**src/rtl/uart_receiver_oversampled_if.sv**
```systemverilog
// ---------------------------------------------------------------------------
// uart_receiver_oversampled_if
//   Bundles the serial input, the received-word valid/ready holding register
//   and the status outputs of the UART receiver.
//
//   serial_connection  async RX line, idles high            (consumer -> rx)
//   data               received word, stable while valid     (rx -> consumer)
//   data_valid         holding register full                 (rx -> consumer)
//   data_ready         consumer accepts when valid && ready  (consumer -> rx)
//   parity_error       parity mismatch of held word          (rx -> consumer)
//   framing_error      1-cycle pulse, stop bit sampled low   (rx -> consumer)
//   overrun_error      1-cycle pulse, word dropped           (rx -> consumer)
//   busy               receiver FSM not idle                 (rx -> consumer)
//
//   modport master : the receiver itself
//   modport slave  : the byte consumer / line driver side
// ---------------------------------------------------------------------------
interface uart_receiver_oversampled_if #(
  parameter int DATA_BITS = 8
) ();
  logic                 serial_connection;
  logic [DATA_BITS-1:0] data;
  logic                 data_valid;
  logic                 data_ready;
  logic                 parity_error;
  logic                 framing_error;
  logic                 overrun_error;
  logic                 busy;

  modport master (
    input  serial_connection,
    input  data_ready,
    output data,
    output data_valid,
    output parity_error,
    output framing_error,
    output overrun_error,
    output busy
  );

  modport slave (
    output serial_connection,
    output data_ready,
    input  data,
    input  data_valid,
    input  parity_error,
    input  framing_error,
    input  overrun_error,
    input  busy
  );
endinterface

```
**src/rtl/uart_receiver_oversampled.sv**
```systemverilog
// ---------------------------------------------------------------------------
// uart_receiver_oversampled
//   UART receive path running on the system clock. The line is synchronised
//   through two flops, the start bit is validated at mid-bit and every later
//   bit is sampled one bit period after the previous one. Supports 5..9 data
//   bits (LSB first), none/odd/even parity and 1 or 2 stop bits. Completed
//   words go into a valid/ready holding register; a word arriving while the
//   register is still full is dropped and flagged as an overrun.
//
//   clock   system clock, all logic on posedge
//   reset   asynchronous, active-high
//   bus     uart_receiver_oversampled_if.master (line, handshake, status)
// ---------------------------------------------------------------------------
module uart_receiver_oversampled #(
  parameter int CLOCKS_PER_BIT = 16,  // >= 4
  parameter int DATA_BITS      = 8,   // 5..9
  parameter int PARITY_MODE    = 0,   // 0 none, 1 odd, 2 even
  parameter int STOP_BITS      = 1    // 1 or 2
) (
  input  logic                           clock,
  input  logic                           reset,
  uart_receiver_oversampled_if.master    bus
);

  localparam int                CW       = $clog2(CLOCKS_PER_BIT);
  localparam logic [CW-1:0]     CNT_MID  = CW'(CLOCKS_PER_BIT / 2 - 1);
  localparam logic [CW-1:0]     CNT_LAST = CW'(CLOCKS_PER_BIT - 1);
  localparam logic [3:0]        IDX_LAST = 4'(DATA_BITS - 1);
  localparam logic              PAR_ODD  = (PARITY_MODE == 1);

  typedef enum logic [2:0] {
    S_IDLE,
    S_START,
    S_DATA,
    S_PARITY,
    S_STOP,
    S_WAIT_HIGH
  } state_t;

  logic                 sync1_q, rx_s_q;
  state_t               state_q, state_d;
  logic [CW-1:0]        bit_cnt_q, bit_cnt_d;
  logic [3:0]           idx_q, idx_d;
  logic                 stop_idx_q, stop_idx_d;
  logic [DATA_BITS-1:0] shift_q, shift_d;
  logic                 par_bad_q, par_bad_d;
  logic                 done_q, done_d;
  logic [DATA_BITS-1:0] data_q, data_d;
  logic                 data_valid_q, data_valid_d;
  logic                 parity_error_q, parity_error_d;
  logic                 framing_error_q, framing_error_d;
  logic                 overrun_error_q, overrun_error_d;

  // NOTE: sequential state uses non-blocking assignments only, so every flop
  // samples the values from before the edge regardless of statement order.
  always_ff @(posedge clock or posedge reset) begin
    if (reset) begin
      sync1_q         <= 1'b1;
      rx_s_q          <= 1'b1;
      state_q         <= S_IDLE;
      bit_cnt_q       <= '0;
      idx_q           <= '0;
      stop_idx_q      <= 1'b0;
      shift_q         <= '0;
      par_bad_q       <= 1'b0;
      done_q          <= 1'b0;
      data_q          <= '0;
      data_valid_q    <= 1'b0;
      parity_error_q  <= 1'b0;
      framing_error_q <= 1'b0;
      overrun_error_q <= 1'b0;
    end else begin
      sync1_q         <= bus.serial_connection;
      rx_s_q          <= sync1_q;
      state_q         <= state_d;
      bit_cnt_q       <= bit_cnt_d;
      idx_q           <= idx_d;
      stop_idx_q      <= stop_idx_d;
      shift_q         <= shift_d;
      par_bad_q       <= par_bad_d;
      done_q          <= done_d;
      data_q          <= data_d;
      data_valid_q    <= data_valid_d;
      parity_error_q  <= parity_error_d;
      framing_error_q <= framing_error_d;
      overrun_error_q <= overrun_error_d;
    end
  end

  // NOTE: every variable gets a default at the top of the block, so no path
  // through the case statement can leave one unassigned and infer a latch.
  always_comb begin
    state_d         = state_q;
    bit_cnt_d       = bit_cnt_q;
    idx_d           = idx_q;
    stop_idx_d      = stop_idx_q;
    shift_d         = shift_q;
    par_bad_d       = par_bad_q;
    done_d          = 1'b0;
    data_d          = data_q;
    data_valid_d    = data_valid_q;
    parity_error_d  = parity_error_q;
    framing_error_d = 1'b0;
    overrun_error_d = 1'b0;

    unique case (state_q)
      S_IDLE: begin
        bit_cnt_d = '0;
        if (!rx_s_q) state_d = S_START;
      end

      S_START: begin
        if (bit_cnt_q == CNT_MID) begin
          bit_cnt_d = '0;
          idx_d     = '0;
          // A start bit that is high again at mid-bit was a glitch.
          state_d   = rx_s_q ? S_IDLE : S_DATA;
        end else begin
          bit_cnt_d = bit_cnt_q + CW'(1);
        end
      end

      S_DATA: begin
        if (bit_cnt_q == CNT_LAST) begin
          bit_cnt_d = '0;
          // Shifting in from the top leaves the first (LSB) bit at index 0
          // after DATA_BITS samples.
          shift_d   = {rx_s_q, shift_q[DATA_BITS-1:1]};
          idx_d     = idx_q + 4'd1;
          if (idx_q == IDX_LAST) begin
            par_bad_d  = 1'b0;
            stop_idx_d = 1'b0;
            state_d    = (PARITY_MODE != 0) ? S_PARITY : S_STOP;
          end
        end else begin
          bit_cnt_d = bit_cnt_q + CW'(1);
        end
      end

      S_PARITY: begin
        if (bit_cnt_q == CNT_LAST) begin
          bit_cnt_d = '0;
          // XOR of data and parity bit must be 1 for odd, 0 for even.
          par_bad_d = ((^shift_q) ^ rx_s_q) != PAR_ODD;
          state_d   = S_STOP;
        end else begin
          bit_cnt_d = bit_cnt_q + CW'(1);
        end
      end

      S_STOP: begin
        if (bit_cnt_q == CNT_LAST) begin
          bit_cnt_d = '0;
          if (!rx_s_q) begin
            framing_error_d = 1'b1;
            state_d         = S_WAIT_HIGH;
          end else if (STOP_BITS == 2 && !stop_idx_q) begin
            stop_idx_d = 1'b1;
          end else begin
            // Returning to IDLE at mid stop bit lets a back-to-back start
            // edge half a bit later be caught.
            done_d  = 1'b1;
            state_d = S_IDLE;
          end
        end else begin
          bit_cnt_d = bit_cnt_q + CW'(1);
        end
      end

      S_WAIT_HIGH: begin
        // A held-low break must not look like a stream of start bits.
        if (rx_s_q) state_d = S_IDLE;
      end

      default: state_d = S_IDLE;
    endcase

    // Holding register: accept first, then a load in the same cycle wins.
    if (data_valid_q && bus.data_ready) data_valid_d = 1'b0;
    if (done_q) begin
      if (!data_valid_q || bus.data_ready) begin
        data_d         = shift_q;
        parity_error_d = par_bad_q;
        data_valid_d   = 1'b1;
      end else begin
        overrun_error_d = 1'b1;
      end
    end
  end

  assign bus.data          = data_q;
  assign bus.data_valid    = data_valid_q;
  assign bus.parity_error  = parity_error_q;
  assign bus.framing_error = framing_error_q;
  assign bus.overrun_error = overrun_error_q;
  assign bus.busy          = (state_q != S_IDLE);

endmodule

```
**src/flat_wrapper.sv**
```systemverilog
// flat-port wrapper written by rule: the top's interface ports become plain ports
module uart_receiver_oversampled_flat 
#(
  parameter int CLOCKS_PER_BIT = 16,         
  parameter int DATA_BITS      = 8,          
  parameter int PARITY_MODE    = 0,                           
  parameter int STOP_BITS      = 1             
)
  (clock, reset, bus_serial_connection, bus_data_ready, bus_data, bus_data_valid, bus_parity_error, bus_framing_error, bus_overrun_error, bus_busy);
  uart_receiver_oversampled_if #(.DATA_BITS(DATA_BITS)) bus_i ();
  input  logic clock;
  input  logic reset;
  input wire logic [$bits(bus_i.serial_connection)-1:0] bus_serial_connection;
  input wire logic [$bits(bus_i.data_ready)-1:0] bus_data_ready;
  output wire logic [$bits(bus_i.data)-1:0] bus_data;
  output wire logic [$bits(bus_i.data_valid)-1:0] bus_data_valid;
  output wire logic [$bits(bus_i.parity_error)-1:0] bus_parity_error;
  output wire logic [$bits(bus_i.framing_error)-1:0] bus_framing_error;
  output wire logic [$bits(bus_i.overrun_error)-1:0] bus_overrun_error;
  output wire logic [$bits(bus_i.busy)-1:0] bus_busy;
  assign bus_i.serial_connection = bus_serial_connection;
  assign bus_i.data_ready = bus_data_ready;
  assign bus_data = bus_i.data;
  assign bus_data_valid = bus_i.data_valid;
  assign bus_parity_error = bus_i.parity_error;
  assign bus_framing_error = bus_i.framing_error;
  assign bus_overrun_error = bus_i.overrun_error;
  assign bus_busy = bus_i.busy;
  uart_receiver_oversampled #(.CLOCKS_PER_BIT(CLOCKS_PER_BIT), .DATA_BITS(DATA_BITS), .PARITY_MODE(PARITY_MODE), .STOP_BITS(STOP_BITS)) u_core (.clock(clock), .reset(reset), .bus(bus_i));
endmodule
```
**config.mk**
```make
export PLATFORM = sky130hd
export DESIGN_NAME = uart_receiver_oversampled_flat
export DESIGN_NICKNAME = d
export VERILOG_FILES = /design/src/rtl/uart_receiver_oversampled_if.sv /design/src/rtl/uart_receiver_oversampled.sv /design/src/flat_wrapper.sv
export SDC_FILE = /design/constraint.sdc
export NUM_CORES = 1
export LEC_CHECK = 0
export BUFFER_PORTS_ARGS = -buffer_cell sky130_fd_sc_hd__buf_2
export CAP_MARGIN = 25
export CORE_UTILIZATION = 61
export CTS_CLUSTER_DIAMETER = 80
export CTS_CLUSTER_SIZE = 40
export DETAILED_ROUTE_END_ITERATION = 7
export PLACE_DENSITY = 0.89
export SYNTH_ARGS = -nofsm -noshare
export SYNTH_HDL_FRONTEND = slang
export SYNTH_SLANG_ARGS = --single-unit
export TNS_END_PERCENT = 5
```
**constraint.sdc**
```tcl
create_clock -name clock -period 4.2 [get_ports clock]
set_clock_uncertainty 0.05 [all_clocks]
set_input_delay 0 -clock clock [delete_from_list [all_inputs] [get_ports clock]]
set_output_delay 0 -clock clock [all_outputs]
set_load 0.1 [all_outputs]
```
==> results.yml <==
clock_tree:
  path_clk_slew_ps: 120
  cts_sinks: 35
  post_cts_resized: 0
  clk_latency_ps: 350
  cts_root_buf: "clkbuf_4"
  clk_path_buf_depth: 2
  cts_tree: "built"
  postCtsSetupBuffers: 0
  ctsHoldBuffers: 3
  cts_buffers: 5
  htree_levels: 2
finish:
  finish.utilization: 0.722
  area_growth_pct: 9.91
  fin_cells: 186
  nFillCells: 174
  design_area_sq_um: 1800
  final_layout_size_suffix_gt1_frac: 0.327
  final_nets: 161
  antenna_cells: 0
pwr:
  power.leakage_nw: 0.895
  powerDensity_nw_per_um2: 454
  vdd_drop_max_v: 0.000369
placement:
  dp_hpwl_um: 2040
  gp_congestion: 0.870
  placement.io_buffers: 16
  dp_cells: 175
  dpl_cell_area_sq_um: 1720
route:
  vias: 1089
  ant_nets: 0
  dr.pass1.iters: 4
  drc: 0
  finalWirelength_um: 3020
  via_per_inst: 5.85
  post_drt_wl_per_cell_um: 16.2
  drtIter0Drc: 10
floorplanning:
  ios: 17
  start_util: 0.657
  die_h_um: 53.9
  coreArea_sq_um: 2500
  rows: 18
  die_area_sq_um: 2900
  die_x_um: 53.9
timing:
  finalCritPeriodShare: 0.463
  slew_headroom: 0.656
  drv_slew: 0
  tightest_slew_ps: 516
  rsz0062_at_grt: "no"
  fmax_mhz: 515
  period_minus_slack_ps: 1940
  hold_viol_final: 0
  setup_tns_ps: 0
  finalSetupViolations: 0
setup_path:
  end_kind: "flip-flop"
  crit_type: "reg -> reg"
  path_max_fanout: 17
  worstPathRequired_ps: 4390
  r2r_cells: 5
  critPathLaunchType: "flip-flop"
  cp.arrival_ps: 2130
synthesis:
  syn_avg_cell_area_sq_um: 12.3
  ys_seq_area_frac: 0.535
  ys.warnings.count: 0
  synthesis.nets: 139
  synth_top_cell_area_share: 0.503
  synthTopCellsByArea: "dfrtp_1 (50%), mux2_2 (12%), dfstp_2 (3.2%)"
  synth_cell_types: 41
  synthesis.instances: 133
  syn_area_sq_um: 1640
  ys_seq_elements: 35
  synth_area_leader_cell: "dfrtp_1"
global_route:
  overflow: 0
  antenna_found_initial: 0
  grt_pass1_wl_um: 4730
  grtUsageTotal: 0.245
  grt_max_degree: 36
  grt_pass1_vias: 1074
job:
  max_cap_viol_count: 0
worst_hold_path:
  hold_class: "in -> async"
status:
  status: "finished, final reports clean"
[cells in the mapped netlist (all sizes together)]
library cell and n:
dfrtp 33, mux2 19, nand2 10, nor3 8, nor2 7, xnor2 6, buf 5, a21oi 4
inv 4, nand2b 3, nand3 3, o21ai 3, dfstp 2, ha 2, nor2b 2, nor3b 2
o211ai 2, o22ai 2, xor2 2, a211oi 1, a21bo 1, a22o 1, a32o 1, and2 1
and2b 1, nand4 1, nand4b 1, o21a 1, o21bai 1, o2bb2ai 1, or3 1, or4 1
xnor3 1
[report_power, final]
part	total [mW]	switching [mW]	internal, mW
combinational	0.226	0.142	0.0841
clock	0.180	0.116	0.0645
sequential	0.412	0.0513	0.361
[critical path, stage by stage (launching register included)]
cell and delay, ps:
dfrtp_1 690, nor3_1 160, inv_1 120, nand2_1 110, or4_1 560, o211ai_1 140
[path summary, 6_finish.rpt]
path | from | end | slack [ps]
setup / recovery | u_core.state_q[1]$_DFFE_PP0P_ | u_core.bit_cnt_q[3]$_DFFE_PP0P_ | 2260
setup reg to reg | u_core.state_q[1]$_DFFE_PP0P_ | u_core.bit_cnt_q[3]$_DFFE_PP0P_ | 2260
max in group asynchronous | reset | u_core.rx_s_q$_DFF_PP1_ | 3520
hold reg to reg | u_core.sync1_q$_DFF_PP1_ | u_core.rx_s_q$_DFF_PP1_ | 310
min in group clock | bus_serial_connection | u_core.sync1_q$_DFF_PP1_ | 260
hold / removal | reset | u_core.idx_q[3]$_DFFE_PP0P_ | 230
[stage by stage]
step                power, mW  setup slack, ps  hold WS [ps]
detailed placement      0.640             2360          59.5
finish                  0.819             2260           227
global route            0.860             2160           238
floorplan               0.620             2100         -45.5
global placement        0.628             2440          55.5
CTS                     0.822             2330           239
[logic make-up (layout without fill, tap and decap cells)]
logic type / count (synthesis) / count (layout) / share of synthesized area
AOI/OAI and AO/OA: 18 / 18 / 0.0838
xor gates and xnor gates: 9 / 9 / 0.0564
adders and majority gates: 2 / 2 / 0.0152
buffers and inverters: 9 / 32 / 0.0373
DFF: 35 / 35 / 0.535
muxes: 19 / 19 / 0.133
and+or+nand+nor: 41 / 41 / 0.139
[state kept, by name (all words and copies together), names as in the netlist, 3 cells and up]
register	flops
u_core.bus.data	8
u_core.shift_q	8
u_core.bit_cnt_q	4
u_core.idx_q	4
u_core.state_q	3
[cell usage in the layout (no fill, tap or decap), types with 3 or more instances in the layout]
cell type / instances
nor3_1: 8
xnor2_1: 6
nor2_1: 6
mux2_2: 18
buf_2: 16
nand2_1: 10
inv_1: 4
dlygate4sd3_1: 3
nand3_1: 3
a21oi_1: 3
clkbuf_4: 5
dfrtp_1: 33
[per-layer routing]
metal  wire length, um  GRT usage
met1              1320      0.295
met2              1490      0.366
met3               139     0.0819
met4                74      0.171
met5                 0          0
[final cells by class]
class	count	area, sq um	share of cell area
sequential	35	878	0.487
multi-input combinational	89	702	0.389
timing repair buffer	20	118	0.0652
clock buffer	6	41.3	0.0229
tap	30	37.5	0.0208
inverter	4	15.0	0.00832
clock inverter	2	12.5	0.00693
Note: power is estimated with default switching activity, not from simulation.
